**src/rtl/spi_pkg.sv**
```systemverilog
// Shared definitions for the SPI mode-0 peripheral: FSM states, default word
// width and the fixed clock polarity/phase of the bus.
package spi_pkg;

   localparam int DEFAULT_DATA_WIDTH = 8;

   localparam bit CPOL = 1'b0;
   localparam bit CPHA = 1'b0;

   typedef enum logic [1:0] {
      ST_WAIT_DESELECT,
      ST_IDLE,
      ST_ACTIVE
   } state_t;

endpackage

```
**src/rtl/spi_if.sv**
```systemverilog
// SPI pins plus the local transmit/receive handshake of the peripheral.
// The slave modport is the peripheral's view; master is the controller/host side.
interface spi_if
   import spi_pkg::*;
#(
   parameter int DATA_WIDTH = DEFAULT_DATA_WIDTH
) ();

   logic                  i_sclk;
   logic                  i_cs_n;
   logic                  i_mosi;
   logic                  o_miso;
   logic                  o_miso_oe;
   logic [DATA_WIDTH-1:0] i_tx_data;
   logic                  i_tx_valid;
   logic                  o_tx_ready;
   logic [DATA_WIDTH-1:0] o_rx_data;
   logic                  o_rx_valid;
   logic                  o_tx_underrun;
   logic                  o_frame_abort;
   logic                  o_busy;

   modport slave (
      input  i_sclk, i_cs_n, i_mosi, i_tx_data, i_tx_valid,
      output o_miso, o_miso_oe, o_tx_ready, o_rx_data, o_rx_valid,
             o_tx_underrun, o_frame_abort, o_busy
   );

   modport master (
      output i_sclk, i_cs_n, i_mosi, i_tx_data, i_tx_valid,
      input  o_miso, o_miso_oe, o_tx_ready, o_rx_data, o_rx_valid,
             o_tx_underrun, o_frame_abort, o_busy
   );

endinterface

```
**src/rtl/sync_edge_detect.sv**
```systemverilog
// Multi-flop synchronizer for an asynchronous input, with registered rise/fall
// pulses aligned to the cycle in which the synchronized level changes.
module sync_edge_detect #(
   parameter int SYNC_STAGES = 2
) (
   input  logic i_clk,
   input  logic i_rst,
   input  logic din,
   output logic level,
   output logic rise,
   output logic fall
);

   logic [SYNC_STAGES-1:0] sync_q;

   // Edges are taken from the last two stages so each pulse coincides with `level`.
   always_ff @(posedge i_clk) begin
      if (i_rst) begin
         sync_q <= '0;
         rise   <= 1'b0;
         fall   <= 1'b0;
      end else begin
         sync_q <= {sync_q[SYNC_STAGES-2:0], din};
         rise   <= sync_q[SYNC_STAGES-2] & ~sync_q[SYNC_STAGES-1];
         fall   <= ~sync_q[SYNC_STAGES-2] & sync_q[SYNC_STAGES-1];
      end
   end

   assign level = sync_q[SYNC_STAGES-1];

endmodule

```
**src/rtl/spi_peripheral.sv**
```systemverilog
// SPI mode-0 target: oversamples the bus in the i_clk domain, shifts words
// MSB-first both ways and buffers one transmit word.
module spi_peripheral
   import spi_pkg::*;
#(
   parameter int DATA_WIDTH  = DEFAULT_DATA_WIDTH,
   parameter int SYNC_STAGES = 2
) (
   input  logic i_clk,
   input  logic i_rst,
   spi_if.slave bus
);

   localparam int CNT_W          = $clog2(DATA_WIDTH);
   localparam bit SAMPLE_ON_RISE = (CPOL == CPHA);

   logic sclk_level, sclk_rise, sclk_fall;
   logic cs_level, cs_rise, cs_fall;
   logic unused_sclk_level;

   sync_edge_detect #(.SYNC_STAGES(SYNC_STAGES)) u_sclk_sync (
      .i_clk(i_clk), .i_rst(i_rst), .din(bus.i_sclk),
      .level(sclk_level), .rise(sclk_rise), .fall(sclk_fall)
   );

   sync_edge_detect #(.SYNC_STAGES(SYNC_STAGES)) u_cs_sync (
      .i_clk(i_clk), .i_rst(i_rst), .din(bus.i_cs_n),
      .level(cs_level), .rise(cs_rise), .fall(cs_fall)
   );

   assign unused_sclk_level = sclk_level;

   logic [SYNC_STAGES-1:0] mosi_q;
   logic                   mosi_s;

   always_ff @(posedge i_clk) begin
      if (i_rst) mosi_q <= '0;
      else       mosi_q <= {mosi_q[SYNC_STAGES-2:0], bus.i_mosi};
   end

   assign mosi_s = mosi_q[SYNC_STAGES-1];

   logic sample_edge, shift_edge;
   assign sample_edge = SAMPLE_ON_RISE ? sclk_rise : sclk_fall;
   assign shift_edge  = SAMPLE_ON_RISE ? sclk_fall : sclk_rise;

   state_t                state;
   logic [CNT_W-1:0]      bit_cnt;
   logic [DATA_WIDTH-2:0] rx_shift;
   logic [DATA_WIDTH-1:0] rx_next;
   logic [DATA_WIDTH-1:0] tx_shift;
   logic [DATA_WIDTH-1:0] buf_data;
   logic                  buf_full;
   logic [DATA_WIDTH-1:0] rx_data;
   logic                  rx_valid, tx_underrun, frame_abort;
   logic                  load, accept;

   assign rx_next = {rx_shift, mosi_s};
   assign accept  = bus.i_tx_valid && !buf_full;

   // A word is pulled from the buffer on select and at every byte boundary.
   always_comb begin
      // NOTE: default first so every path assigns `load` and no latch is inferred.
      load = 1'b0;
      if (state == ST_IDLE)
         load = cs_fall;
      else if (state == ST_ACTIVE)
         load = !cs_rise && !sample_edge && shift_edge && (bit_cnt == '0);
   end

   // NOTE: payload register carries no reset; buf_full alone says whether it is meaningful.
   always_ff @(posedge i_clk) begin
      if (accept) buf_data <= bus.i_tx_data;
   end

   always_ff @(posedge i_clk) begin
      if (i_rst)       buf_full <= 1'b0;
      else if (accept) buf_full <= 1'b1;
      else if (load)   buf_full <= 1'b0;
   end

   always_ff @(posedge i_clk) begin
      if (i_rst) begin
         state       <= ST_WAIT_DESELECT;
         bit_cnt     <= '0;
         rx_shift    <= '0;
         tx_shift    <= '0;
         rx_data     <= '0;
         rx_valid    <= 1'b0;
         tx_underrun <= 1'b0;
         frame_abort <= 1'b0;
      end else begin
         rx_valid    <= 1'b0;
         frame_abort <= 1'b0;
         tx_underrun <= load && !buf_full;
         case (state)
            ST_WAIT_DESELECT: if (cs_level) state <= ST_IDLE;
            ST_IDLE: begin
               if (cs_fall) begin
                  state   <= ST_ACTIVE;
                  bit_cnt <= '0;
               end
            end
            ST_ACTIVE: begin
               // Deselect outranks a coincident clock edge.
               if (cs_rise) begin
                  state       <= ST_IDLE;
                  frame_abort <= (bit_cnt != '0);
               end else if (sample_edge) begin
                  rx_shift <= rx_next[DATA_WIDTH-2:0];
                  if (bit_cnt == CNT_W'(DATA_WIDTH - 1)) begin
                     bit_cnt  <= '0;
                     rx_data  <= rx_next;
                     rx_valid <= 1'b1;
                  end else begin
                     bit_cnt <= bit_cnt + 1'b1;
                  end
               end else if (shift_edge && bit_cnt != '0) begin
                  tx_shift <= tx_shift << 1;
               end
            end
            default: state <= ST_WAIT_DESELECT;
         endcase
         if (load) tx_shift <= buf_full ? buf_data : '0;
      end
   end

   assign bus.o_busy        = (state == ST_ACTIVE);
   assign bus.o_miso_oe     = (state == ST_ACTIVE);
   assign bus.o_miso        = (state == ST_ACTIVE) && tx_shift[DATA_WIDTH-1];
   assign bus.o_tx_ready    = !buf_full;
   assign bus.o_rx_data     = rx_data;
   assign bus.o_rx_valid    = rx_valid;
   assign bus.o_tx_underrun = tx_underrun;
   assign bus.o_frame_abort = frame_abort;

endmodule

```
**src/flat_wrapper.sv**
```systemverilog
// flat-port wrapper written by rule: the top's interface ports become plain ports
module spi_peripheral_flat import spi_pkg::*;
#(
   parameter int DATA_WIDTH  = DEFAULT_DATA_WIDTH,
   parameter int SYNC_STAGES = 2
)
  (i_clk, i_rst, bus_i_sclk, bus_i_cs_n, bus_i_mosi, bus_i_tx_data, bus_i_tx_valid, bus_o_miso, bus_o_miso_oe, bus_o_tx_ready, bus_o_rx_data, bus_o_rx_valid, bus_o_tx_underrun, bus_o_frame_abort, bus_o_busy);
  spi_if #(.DATA_WIDTH(DATA_WIDTH)) bus_i ();
  input  logic i_clk;
  input  logic i_rst;
  input wire logic [$bits(bus_i.i_sclk)-1:0] bus_i_sclk;
  input wire logic [$bits(bus_i.i_cs_n)-1:0] bus_i_cs_n;
  input wire logic [$bits(bus_i.i_mosi)-1:0] bus_i_mosi;
  input wire logic [$bits(bus_i.i_tx_data)-1:0] bus_i_tx_data;
  input wire logic [$bits(bus_i.i_tx_valid)-1:0] bus_i_tx_valid;
  output wire logic [$bits(bus_i.o_miso)-1:0] bus_o_miso;
  output wire logic [$bits(bus_i.o_miso_oe)-1:0] bus_o_miso_oe;
  output wire logic [$bits(bus_i.o_tx_ready)-1:0] bus_o_tx_ready;
  output wire logic [$bits(bus_i.o_rx_data)-1:0] bus_o_rx_data;
  output wire logic [$bits(bus_i.o_rx_valid)-1:0] bus_o_rx_valid;
  output wire logic [$bits(bus_i.o_tx_underrun)-1:0] bus_o_tx_underrun;
  output wire logic [$bits(bus_i.o_frame_abort)-1:0] bus_o_frame_abort;
  output wire logic [$bits(bus_i.o_busy)-1:0] bus_o_busy;
  assign bus_i.i_sclk = bus_i_sclk;
  assign bus_i.i_cs_n = bus_i_cs_n;
  assign bus_i.i_mosi = bus_i_mosi;
  assign bus_i.i_tx_data = bus_i_tx_data;
  assign bus_i.i_tx_valid = bus_i_tx_valid;
  assign bus_o_miso = bus_i.o_miso;
  assign bus_o_miso_oe = bus_i.o_miso_oe;
  assign bus_o_tx_ready = bus_i.o_tx_ready;
  assign bus_o_rx_data = bus_i.o_rx_data;
  assign bus_o_rx_valid = bus_i.o_rx_valid;
  assign bus_o_tx_underrun = bus_i.o_tx_underrun;
  assign bus_o_frame_abort = bus_i.o_frame_abort;
  assign bus_o_busy = bus_i.o_busy;
  spi_peripheral #(.DATA_WIDTH(DATA_WIDTH), .SYNC_STAGES(SYNC_STAGES)) u_core (.i_clk(i_clk), .i_rst(i_rst), .bus(bus_i));
endmodule
```
**config.mk**
```make
export PLATFORM = sky130hd
export DESIGN_NAME = spi_peripheral_flat
export DESIGN_NICKNAME = d
export VERILOG_FILES = /design/src/rtl/spi_pkg.sv /design/src/rtl/spi_if.sv /design/src/rtl/sync_edge_detect.sv /design/src/rtl/spi_peripheral.sv /design/src/flat_wrapper.sv
export SDC_FILE = /design/constraint.sdc
export NUM_CORES = 1
export LEC_CHECK = 0
export BUFFER_PORTS_ARGS = -buffer_cell sky130_fd_sc_hd__buf_2
export CORE_MARGIN = 1.5
export CORE_UTILIZATION = 40
export DETAILED_ROUTE_END_ITERATION = 8
export GPL_TIMING_DRIVEN = 1
export PLACE_DENSITY = 0.6
export SLEW_MARGIN = 20
export SYNTH_ARGS = -nofsm -noshare
export SYNTH_HDL_FRONTEND = slang
export SYNTH_SLANG_ARGS = --single-unit
```
**constraint.sdc**
```tcl
create_clock -name i_clk -period 1.8 [get_ports i_clk]
set_input_delay 0 -clock i_clk [delete_from_list [all_inputs] [get_ports i_clk]]
set_output_delay 0 -clock i_clk [all_outputs]
set_load 0.02 [all_outputs]
```
After elaboration in Yosys (flattened, before gate mapping)
Index checks and enable logic that the tools add are counted.
Widths: inputs -> output; s select.
- register bits after elaboration: 50
- input port bits: 14
- add/subtract/negate cells: 1
- equal/unequal tests: 10
- muxes and demuxes: 20
- bitwise gates (word level): 11
- reduce and logical (&&, ||, !) cells: 24
- operators with widths (kind ; count):
    $mux 8 ; 6
    $mux 3 ; 4
    $reduce_and 4->1 ; 3
    $ne 2x1->1 const B ; 4
    $reduce_bool 2->1 ; 4
    $logic_and 1x1->1 ; 7
    $not 1->1 ; 7
    $mux 2 ; 3
    $ne 2x2->1 const B ; 3
    $pmux 2 s3 ; 1
    $pmux 3 s2 ; 1
    $reduce_and 3->1 ; 2
    $mux 1 ; 5
    $and 1x1->1 ; 4
    $reduce_or 4->1 ; 1
    $add 3x1->3 const B ; 1
    $eq 3x3->1 const B ; 1
    $logic_not 1->1 ; 3
    $logic_not 3->1 ; 1
    $reduce_bool 3->1 ; 1
    $reduce_or 3->1 ; 1
    $eq 2x1->1 const B ; 1
    $eq 2x2->1 const B ; 1
    $logic_not 2->1 ; 1

Longest topological paths before layout
Gate-level depths: netlist (run 1).
- depth in word-level cells: 8
- depth in mapped cells: 7
- depth with buffers taken out: 6

Hierarchy
Synthesis (run 1) repeated with hierarchy kept, for this count alone.
- cell total of the unflattened synthesis: 201
- area total of the unflattened synthesis: 1940.6 um^2
- by module, submodules not included (module ; times used ; cells an instance ; area an instance (um^2) ; seq. area each (um^2)):
    spi_peripheral ; 1 ; 185 ; 1705.4 ; 920.9
    sync_edge_detect ; 2 ; 8 ; 117.6 ; 80.1

Worst setup path before layout (run 1)
OpenSTA, ideal clock, no wires.
- path kind: reg2reg
- start point: register u_core.bit_cnt[0]
- end point: register u_core.rx_data[1], in the netlist u_core.bus.o_rx_data[1]
- setup time: 0.132 ns
- data arrival time: 1.245 ns
- slack: 0.423 ns
- stages on the path, launching flop included: 7
- period minus slack after synthesis: 1.377 ns
- cell sequence: dfxtp_1 -> ha_1 -> ha_1 -> clkbuf_1 -> nand2_1 -> nand2_1 -> a21oi_1
- cells in the longest elaborated chain, start to end: 2
- RTL lines (what ; line ; RTL):
    start, declared ; spi_peripheral.sv:48 ; logic [CNT_W-1:0] bit_cnt;
    start signal, assigned ; spi_peripheral.sv:116 ; bit_cnt <= bit_cnt + 1'b1;
    $eq 3x3->1 ; spi_peripheral.sv:111 ; if (bit_cnt == CNT_W'(DATA_WIDTH - 1)) begin
    $reduce_and 4->1 (no line) ; n/a ;
    end signal, assigned ; spi_peripheral.sv:113 ; rx_data <= rx_next;
    end, declared ; spi_peripheral.sv:54 ; logic [DATA_WIDTH-1:0] rx_data;
No other way between the ends.
A chain may end at the register's enable or synchronous reset.

Worst setup path in the final report (run 1)
- start point: register u_core.state[1]
- end point: register u_core.tx_shift[7]
- cells in the longest elaborated chain, start to end: 5
- elaborated cells between the ends (all ways): 10
- RTL lines (what ; line ; RTL):
    start, declared ; spi_peripheral.sv:47 ; state_t state;
    start signal, assigned ; spi_peripheral.sv:84 ; state <= ST_WAIT_DESELECT;
    start signal, assigned ; spi_peripheral.sv:97 ; ST_WAIT_DESELECT: if (cs_level) state <= ST_IDLE;
    start signal, assigned ; spi_peripheral.sv:100 ; state <= ST_ACTIVE;
    $eq 2x2->1 ; spi_peripheral.sv:67, spi_peripheral.sv:96 ;
    $mux 1 ; spi_peripheral.sv:67 ; else if (state == ST_ACTIVE)
    $mux 1 ; spi_peripheral.sv:65 ; if (state == ST_IDLE)
    $ne 2x1->1 (no line) or $reduce_bool 2->1 (tied branches) ; n/a ;
    $reduce_and 4->1 (no line) ; n/a ;
    end signal, assigned ; spi_peripheral.sv:119 ; tx_shift <= tx_shift << 1;
    end signal, assigned ; spi_peripheral.sv:124 ; if (load) tx_shift <= buf_full ? buf_data : '0;
    end, declared ; spi_peripheral.sv:51 ; logic [DATA_WIDTH-1:0] tx_shift;
Several ways; a longest one is shown, not always the timed one.

==> metrics, run 1 <==
Fin Clk Skew=0.0129 ns; critical path's largest stage delay=0.43 ns; Final nets=249; Slew HR=61.0%; synth top area cells=dfxtp_1, edfxtp_1, nand2_1; Syn Inst Count=190; initial antenna violation count=0; Final Hold Viols=0; Critical Path AT=1.72 ns; crit end category=flip-flop; fraction of layout cells with a size suffix above 1=18.9%; ys flop type=dfxtp_1; kind of critical path=flip-flop to flip-flop; WHS=0.190 ns; Finished Layout Cells=285; 1st-iter DRT viols=75; Critical Path RT=1.97 ns; GP Congestion=0.738; PwrDens=876 nW/um2; count of yosys warnings during synthesis=0; EDFF count, synth=8; count of final setup violators=0; Highest Clock Rate=643 MHz; antenna-violating nets left=0; Post-Synthesis Cell Area=1880 um2; # diodes=0; IO buf count=28; Ports=29; pin count of the biggest net entering global routing=33; Core Rows=24; via count of the routed design=1408; most frequent cells after synthesis=dfxtp_1, nand2_1, nand3_1; critical-path cell list=nor3b_4, and3b_1, mux2i_1, o31ai_2; H-tree Lvls=2; outcome=completed; P&R area growth vs syn=22.9%; Reg clk slew, reported paths=0.09 ns; CTS sink cnt=50; router iterations before antenna repair=6; final period utilization=86.4%; drt wl/cell=12.0 um; Final min period=1.55 ns; worst reg2reg setup slack=0.25 ns; sequential-to-total area share from yosys stat=57.5%; Post-synth ARST share=0%; Die H=71.6 um; DRC=0; startpoint types=flip-flop; post-synth top area share=44.7%; Critical-path top delay cell=dfxtp_1; Synth cell types=30; Initial Utilization=42.3%; WL final=3.42 mm; root buffer cell=clkbuf_8; vias in the first global route=1271; Setup TNS=0 ns; GRT Util Overall=14.5%; Final Slew Violations=0; synthesized flop and latch total=50; clk_lat worst skew=0.30 ns; crit-path leading delay family=simple AND/OR/NAND/NOR gates; die width=71.6 um; DP Cell Count=265; area leader, netlist=dfxtp_1; maxcap violations=0; vias per cell=4.94; post-synthesis net count=207; Num CTS Buffers=5; DP HPWL=2.31 mm; most common cell in the netlist=dfxtp_1; Avg Synthesized Cell Area=9.90 um2; worst-case clock buffer depth=2; worst hold path class=input port to flip-flop; global route overflow=0; Worst Max-Slew Pin Slew=0.586 ns; leak pwr=0.874 nW; RSZ-0062 raised after global routing=false; Buffers & Inverters on Critical Path=0; VDD IR max=0.539 mV; first-pass GRT wire length=5.91 mm; core box area=4440 um2; Setup Buffers After CTS=0; crit-path max FO=7; CTS tree=built; die area=5120 um2
[logic make-up (layout without fill, tap and decap cells)]
| logic type | Yosys count | after routing | synth area share (%) |
|---|---|---|---|
| DFF | 50 | 50 | 57.5 |
| buffers and inverters | 14 | 57 | 3.33 |
| AOI/OAI and AO/OA | 29 | 29 | 10.2 |
| adders and majority gates | 3 | 3 | 2.00 |
| and+or+nand+nor | 91 | 91 | 25.3 |
| muxes | 3 | 3 | 1.60 |
[final cells by class]
| type | count | area, um2 |
|---|---|---|
| fillers | 419 | 2130 |
| clock buffers | 6 | 72.6 |
| multi-input cells | 126 | 743 |
| clock inverters | 2 | 36.3 |
| well taps | 52 | 65.1 |
| flip-flops and latches | 50 | 1080 |
| repair buffers | 45 | 298 |
| inverters | 4 | 15.0 |
[per-stage QoR]
step	setup slack (ns)	cell area [um2]	total power, mW	utilization, %
after floorplan	0.423	1880	1.23	-
after global routing	0.0720	2310	2.11	52.0
after global placement	0.275	2080	1.26	46.8
final	0.245	2310	2.03	52.0
after detailed placement	0.259	2080	1.26	46.8
after CTS	0.246	2310	2.06	52.0
[path summary, 6_finish.rpt]
path | startpoint | to | cells past startpoint
worst max-delay path | u_core.state[1]$_SDFFE_PP0P_ | u_core.tx_shift[7]$_SDFFE_PP0P_ | 4
worst min-delay path | i_rst | u_core.bus.o_rx_valid$_SDFF_PP0_ | 2
worst max register to register | u_core.state[1]$_SDFFE_PP0P_ | u_core.tx_shift[7]$_SDFFE_PP0P_ | 4
worst min register to register | u_core.u_sclk_sync.sync_q[1]$_SDFF_PP0_ | u_core.u_sclk_sync.rise$_SDFF_PP0_ | 1
[layer usage]
| layer | track usage (%) | wire (um) |
|---|---|---|
| met5 | 0 | 0 |
| met4 | 5.03 | 20 |
| met3 | 3.52 | 111 |
| met2 | 20.1 | 1360 |
| met1 | 21.9 | 1930 |
[flip-flops by register name (all words and copies together), names as in the netlist]
register and cells:
u_core.bit_cnt 3, u_core.buf_data 8, u_core.buf_full 1, u_core.bus.o_frame_abort 1, u_core.bus.o_rx_data 8, u_core.bus.o_rx_valid 1
u_core.bus.o_tx_underrun 1, u_core.mosi_q 2, u_core.rx_shift 7, u_core.state 2, u_core.tx_shift 8, u_core.u_cs_sync.fall 1
u_core.u_cs_sync.rise 1, u_core.u_cs_sync.sync_q 2, u_core.u_sclk_sync.fall 1, u_core.u_sclk_sync.rise 1, u_core.u_sclk_sync.sync_q 2
[power breakdown]
group          switching, mW  internal (mW)  leakage (nW)
Sequential            0.0148           1.16         0.417
Combinational         0.0367         0.0442         0.402
Clock                  0.356          0.416        0.0557
[placed cells by master (no fill, tap or decap), types with 4 or more instances in the layout]
| cell | n |
|---|---|
| nor2_1 | 9 |
| nor2b_1 | 9 |
| edfxtp_1 | 8 |
| buf_4 | 5 |
| dfxtp_1 | 42 |
| inv_1 | 4 |
| nand2_1 | 30 |
| nand2b_1 | 5 |
| buf_2 | 28 |
| dlygate4sd3_1 | 12 |
| a21oi_1 | 18 |
| nand3_1 | 22 |
| a31oi_1 | 6 |
| clkbuf_8 | 5 |
[what timing repair did]
action	in CTS	in global routing
hold buffers	12	0
hold endpoints to repair	12	0
gates resized for setup	0	0
No activity file was read; power rests on OpenSTA's default activity.
==> inputs of run 2 (changes only) <==
- ABC_AREA: default -> 1
- PLACE_DENSITY: 0.6 -> 0.59
- REMOVE_ABC_BUFFERS: default -> 1
==> run 2 against run 1 <==
Effect of this change: first-iteration DRC count fell by 19%; highest routed layer unchanged; synthesized area rose by 4.2%; clock skew fell by 0.0050 ns; maximum frequency rose by 12%; critical path depth rose by 7; power fell by 1.6%; combinational power rose by 13%; sequential cell count did not move; non-clock buffer count fell by 3; sequential share of layout area fell by 1.7 points; sequential power barely moved; largest power group unchanged.
==> metrics, run 2 <==
outcome=completed; first-pass GRT wire length=5.83 mm (-1.4%); Final min period=1.39 ns (-0.166 ns); via count of the routed design=1507 (+7.0%); VDD IR max=0.632 mV (+17%); startpoint types=flip-flop; worst hold path class=input port to flip-flop; Critical Path AT=1.64 ns (-0.08 ns); most common cell after layout, fill and taps aside=nand2_1; GRT Util Overall=14.1% (-0.41 points); Syn Inst Count=238 (+25%); area occupied by multi-input gates=702 um2 (-5.6%); PwrDens=831 nW/um2 (-5.2%); Worst Max-Slew Pin Slew=0.697 ns (+0.111 ns); most frequent cells after synthesis=nand2_1, dfxtp_1, nor2_1; DP HPWL=2.26 mm (-2.5%); DP Cell Count=329 (+24%); Post-Synthesis Cell Area=1960 um2 (+4.2%); ys flop type=dfxtp_1; Setup TNS=0 ns (unchanged); fillers=474 (+13%); Final Slew Violations=0 (unchanged); WHS=0.106 ns (-0.0834 ns); fraction of layout cells with a size suffix above 1=19.5% (+0.62 points); M3 GR Usage=3.73% (+0.21 points); CTS tree=built; Post-Synth Adder-Cell Area=1.92% (-0.080 points); CTS sink cnt=50 (unchanged); Final Hold Viols=0 (unchanged); Reg clk slew, reported paths=0.09 ns (about the same); Initial Utilization=41.5% (-0.83 points); worst-case clock buffer depth=2 (unchanged); crit-path max FO=9 (+2); pin count of the biggest net entering global routing=25 (-24%); die area=5330 um2 (+4.0%); GR Layer Usage met1=18.1% (-3.9 points); count of yosys warnings during synthesis=0 (unchanged); WL final=3.26 mm (-4.7%); maxcap violations=0 (unchanged); initial antenna violation count=0 (unchanged); Core Rows=25 (+4.2%); crit end category=flip-flop; RSZ-0062 raised after global routing=false; Synth Area in XOR/XNOR=0% (unchanged); Slew HR=53.5% (-7.5 points); die width=73.0 um (+2.0%); final period utilization=77.1% (-9.2 points); EDFF count, synth=8 (unchanged); Synth Area in Compound Gates=6.26% (-4.0 points); vias per cell=4.32 (-13%); Ports=29 (unchanged); Setup Buffers After CTS=0 (unchanged); drt wl/cell=9.33 um (-22%); core box area=4720 um2 (+6.3%); Final Power=1.99 mW (-1.6%); placed cell area=2170 um2 (+4.3%); # diodes=0 (unchanged); P&R area growth vs syn=22.4%; leak pwr=1.23 nW (+41%); busiest grt layer=met2; count of final setup violators=0 (unchanged); Synth cell types=25 (-17%); global route overflow=0 (unchanged); Post-synth ARST share=0% (unchanged); largest family of logic cells by synthesized area=simple AND/OR/NAND/NOR gates; kind of critical path=flip-flop to flip-flop; IO buf count=28 (unchanged); DRC=0 (unchanged); sequential-to-total area share from yosys stat=55.2% (-2.3 points); mux share of post-synthesis cell area=0% (-1.6 points); most common cell in the netlist=nand2_1; Register Area=1080 um2 (unchanged); Critical Path RT=2.05 ns (+0.08 ns); post-synth top area share=42.9% (-1.8 points); root buffer cell=clkbuf_8; Core Util, Final=50.8% (-1.2 points); Highest Clock Rate=720 MHz (+12%); pre-CTS setup slack=0.414 ns (+0.155 ns); GRT met2 Usage=23.1% (+3.0 points); Avg Synthesized Cell Area=8.23 um2 (-17%); area leader, netlist=dfxtp_1; Die H=73.0 um (+2.0%); most frequent cells in the layout=nand2_1, dfxtp_1, nor2_1; router iterations before antenna repair=4 (-2); Synth Area in Simple Gates=27.7% (+2.3 points); Num CTS Buffers=5 (unchanged); Finished Layout Cells=349 (+22%); synth top area cells=dfxtp_1, edfxtp_1, nand2_1; synthesized flop and latch total=50 (unchanged); vias in the first global route=1376 (+8.3%); Final nets=298 (+20%); antenna-violating nets left=0 (unchanged); clk_lat worst skew=0.30 ns (about the same); H-tree Lvls=2 (unchanged); Fin Clk Skew=0.00789 ns (-0.00503 ns); GP Congestion=0.801 (+8.5%); design area=2400 um2 (+3.8%); fin worst setup slack=0.411 ns (+0.166 ns); 1st-iter DRT viols=61 (-19%)
==> run 2: cell types whose count changed in the layout (fill, tap and decap cells not counted), sizes merged, moves of 5 or more <==
cell    previous run  this run
o21ai              0        17
nor2               9        40
nand4              0         5
nand2             30        54
a21oi             18         6
nand3             22        13
nor2b              9         0
a31oi              6         0
inv                5        37
nand2b             5         0
==> run 2: layer usage <==
metal | wire length [um] | part of all wire, %
met5 | 0 | 0
met4 | 37 | 1.1
met3 | 145 | 4.5
met1 | 1590 | 49
met2 | 1490 | 46
==> run 2: worst max-delay path, cell delays in order (launching register included) <==
cell and delay, ns:
dfxtp_1 0.36, inv_1 0.07, ha_1 0.19, nand2_1 0.08, inv_1 0.05, nor2_1 0.10, nand2_2 0.13, inv_2 0.12
nand2_1 0.06, nand3_1 0.08, nand2_1 0.05, inv_1 0.06
==> run 2: cell families (layout without fill, tap and decap cells) <==
logic type	Yosys count	count (layout)
AND/OR/NAND/NOR	117	117
flip-flops	50	50
buffers and inverters	44	88
AO/OA/AOI/OAI	24	24
adder cells (fa/ha/maj)	3	3
==> run 2: path summary, 6_finish.rpt <==
| path | start | end | slack (ns) | depth (start not counted) |
|---|---|---|---|---|
| max | u_core.bit_cnt[0]$_SDFFE_PP0P_ | u_core.tx_shift[2]$_SDFFE_PP0P_ | 0.41 | 11 |
| min | i_rst | u_core.mosi_q[1]$_SDFF_PP0_ | 0.11 | 3 |
| max reg2reg | u_core.bit_cnt[0]$_SDFFE_PP0P_ | u_core.tx_shift[2]$_SDFFE_PP0P_ | 0.41 | 11 |
| min reg2reg | u_core.mosi_q[0]$_SDFF_PP0_ | u_core.mosi_q[1]$_SDFF_PP0_ | 0.41 | 2 |
==> run 2: where the power goes <==
group	total [mW]	internal, mW	switching, mW
Sequential	1.17	1.16	0.0137
Combinational	0.0918	0.0441	0.0477
Clock	0.728	0.361	0.367
==> run 2: what timing repair did <==
item                                    CTS  global route
hold buffers                             12             0
hold endpoints to repair                 12             0
endpoints found under the setup margin    0             0
resized for setup                         0             0
==> run 2: layout make-up <==
type                       instances  area share, %
clock buffer                       6           3.91
clock inverter                     2          0.574
inverter                          38           6.21
multi-input combinational        144           29.3
sequential                        50           45.1
tap                               67           3.50
timing repair buffer              42           11.5
==> inputs of run 3 (changes only) <==
- ABC_AREA: 1 -> 0
- PLACE_DENSITY: 0.59 -> 0.62
- clock period: 1.8 -> 1.1 ns (I/O delays scaled with it)
==> run 3 against run 2 <==
Effect of this change: the run now ends with negative setup slack left; non-clock buffer count up 30; power up 57%; clock skew up 0.0021 ns; maximum frequency down 1.0%; hold slack better by 0.0061 ns; combinational power up 93%; via count up 4.6%; register-to-register slack worse by 0.71 ns; cell count down 11%; largest cell class unchanged.
==> metrics, run 3 (synthesis gave the netlist of run 1 again) <==
critical-path cell list=inv_2, ha_4, nand4bb_4, o32ai_4, buf_6, nand2_4, a31oi_1; first-pass GRT wire length=6.76 mm (+16%); root buffer cell=clkbuf_8; CTS tree=built; vias in the first global route=1504 (+9.3%); Critical Path AT=1.63 ns (about the same); 1st-iter DRT viols=64 (+4.9%); outcome=complete, but fails checks; H-tree Lvls=2 (unchanged); drt wl/cell=13.4 um (+43%); global route overflow=0 (unchanged); worst reg2reg setup slack=-0.30 ns (-0.71 ns); DRC=0 (unchanged); final period utilization=128% (+50 points); crit end category=flip-flop; P&R area growth vs syn=51.7%; initial antenna violation count=0 (unchanged); VDD IR max=0.884 mV (+40%); Final nets=276 (-7.4%); internal power=2.44 mW (+56%); die area=5120 um2 (-3.9%); RSZ-0062 raised after global routing=true; worst hold path class=input port to flip-flop; DP HPWL=2.44 mm (+8.3%); Sw Share=22.3% (+0.78 points); Ports=29 (unchanged); hold_sp=i_rst; PwrDens=1100 nW/um2 (+32%); Slew HR=72.8% (+19 points); Worst R2R Path Depth=7 (-4); Highest Clock Rate=713 MHz (-1.0%); worst r2r src=u_core.bit_cnt[0]$_SDFFE_PP0P_; fraction of layout cells with a size suffix above 1=51.2% (+32 points); via count of the routed design=1577 (+4.6%); leak pwr=1.09 nW (-12%); Crit Reg-Reg Endpoint=u_core.tx_shift[2]$_SDFFE_PP0P_; worst-case clock buffer depth=2 (unchanged); Core Util, Final=64.2% (+13 points); Core Rows=24 (-4.0%); hold path endpoint=u_core.bit_cnt[0]$_SDFFE_PP0P_; Net Sw Power=698 uW (+63%); Num CTS Buffers=5 (unchanged); antenna-violating nets left=0 (unchanged); Initial Utilization=42.3% (+0.83 points); vias per cell=5.05 (+17%); maxcap violations=0 (unchanged); hold path depth=2 (-1); CTS sink cnt=50 (unchanged); Final min period=1.40 ns (+0.0144 ns); router iterations before antenna repair=6 (+2); Worst Max-Slew Pin Slew=0.409 ns (-0.288 ns); fin worst setup slack=-0.303 ns (-0.714 ns); most frequent cells in the layout=dfxtp_1, buf_2, nand3_1; Reg clk slew, reported paths=0.08 ns (about the same); Final Slew Violations=0 (unchanged); kind of critical path=flip-flop to flip-flop; GP Congestion=0.769 (-4.0%); Critical Path RT=1.32 ns (-0.73 ns); Critical-path top delay cell=dfxtp_2; IO buf count=28 (unchanged); Reg power frac=61.1% (+2.2 points); WHS=0.112 ns (+0.00612 ns); # diodes=0 (unchanged); Fin Clk Skew=0.00995 ns (+0.00206 ns); die width=71.6 um (-2.0%); WL final=4.17 mm (+28%); GRT Util Overall=16.6% (+2.5 points); core box area=4440 um2 (-5.9%); Final Hold Viols=0 (unchanged); Die H=71.6 um (-2.0%); failing checks=negative setup slack; startpoint types=flip-flop; most common cell after layout, fill and taps aside=dfxtp_1; clk_lat worst skew=0.30 ns (about the same); clock network power share=33.2% (-3.3 points); pin count of the biggest net entering global routing=23 (-8.0%); crit-path max FO=5 (-4); critical path's largest stage delay=0.33 ns (-0.03 ns); count of final setup violators=34 (+34); Logic pwr share=5.7% (+1.1 points)
==> run 3: cell count changes in the layout (fill, tap and decap cells not counted), sizes merged, moves of 5 or more <==
| cell | before | now |
|---|---|---|
| nor2 | 40 | 9 |
| nand2b | 0 | 5 |
| nor2b | 0 | 9 |
| nand3 | 13 | 22 |
| buf | 30 | 60 |
| nand4 | 5 | 0 |
| inv | 37 | 4 |
| a31oi | 0 | 6 |
| nand2 | 54 | 30 |
| a21oi | 6 | 18 |
| o21ai | 17 | 0 |
==> run 3: stage by stage <==
stage	instances	area [um2]	power, mW	TNS (ns)	setup WS [ns]
after CTS	311	2750	3.16	-5.79	-0.288
after global routing	312	2850	3.27	-8.25	-0.375
after global placement	282	2220	2.08	-6.47	-0.339
after detailed placement	282	2220	2.08	-7.36	-0.405
after floorplan	180	1830	2.00	-19.96	-1.26
final	312	2850	3.13	-6.07	-0.303
==> run 3: timing repair <==
action / in CTS / in global routing
endpoints found under the hold margin: 11 / 1
pin swaps: 34 / 18
gates cloned: 3 / 0
endpoints found under the setup margin: 33 / 35
hold buffers: 11 / 1
setup buffers: 7 / 4
resized for setup: 67 / 36
==> run 3: critical path: cells and delay by family, from the launching register on <==
family / cells / cell delay, ns
buf+inv: 2 / 0.23
compound gates: 2 / 0.46
simple gates: 2 / 0.16
flops: 1 / 0.33
fa+ha+maj: 1 / 0.15
==> run 3: power groups by stage <==
| stage | logic, mW | clock network (mW) | registers, mW |
|---|---|---|---|
| finish | 0.177 | 1.04 | 1.92 |
| global route | 0.193 | 1.16 | 1.92 |
| CTS | 0.165 | 1.08 | 1.92 |
| detailed placement | 0.124 | 0 | 1.96 |
| global placement | 0.122 | 0 | 1.96 |
| floorplan | 0.0421 | 0 | 1.95 |
==> run 3: layer usage <==
metal  up-vias  global-route usage [%]  part of all wire [%]
met4         0                    3.77                  0.65
met3         4                    3.80                   3.1
met2        36                    29.4                    50
met5         -                       0                     0
met1       743                    20.7                    46
li1        794                       -                     -
==> run 3: layout make-up <==
class                      count  area (um2)
clock buffer                   5        68.8
clock inverter                 3        21.3
fill                         357        1590
inverter                       4        20.0
multi-input combinational    126         987
sequential                    50        1100
tap                           52        65.1
timing repair buffer          72         594
==> run 3: how the worst max path moves through the flow <==
stage / to / cells after the start / start / slack [ns]
after floorplan: u_core.bus.o_rx_data[0]$_SDFFE_PP0P_ / 4 / u_core.u_sclk_sync.rise$_SDFF_PP0_ / -1.26
after global placement: u_core.tx_shift[4]$_SDFFE_PP0P_ / 6 / u_core.bit_cnt[0]$_SDFFE_PP0P_ / -0.34
after detailed placement: u_core.tx_shift[5]$_SDFFE_PP0P_ / 6 / u_core.bit_cnt[0]$_SDFFE_PP0P_ / -0.41
after CTS: u_core.tx_shift[5]$_SDFFE_PP0P_ / 8 / u_core.bit_cnt[1]$_SDFFE_PP0P_ / -0.29
after global routing: u_core.tx_shift[4]$_SDFFE_PP0P_ / 7 / u_core.bit_cnt[0]$_SDFFE_PP0P_ / -0.37
final: u_core.tx_shift[2]$_SDFFE_PP0P_ / 7 / u_core.bit_cnt[0]$_SDFFE_PP0P_ / -0.30
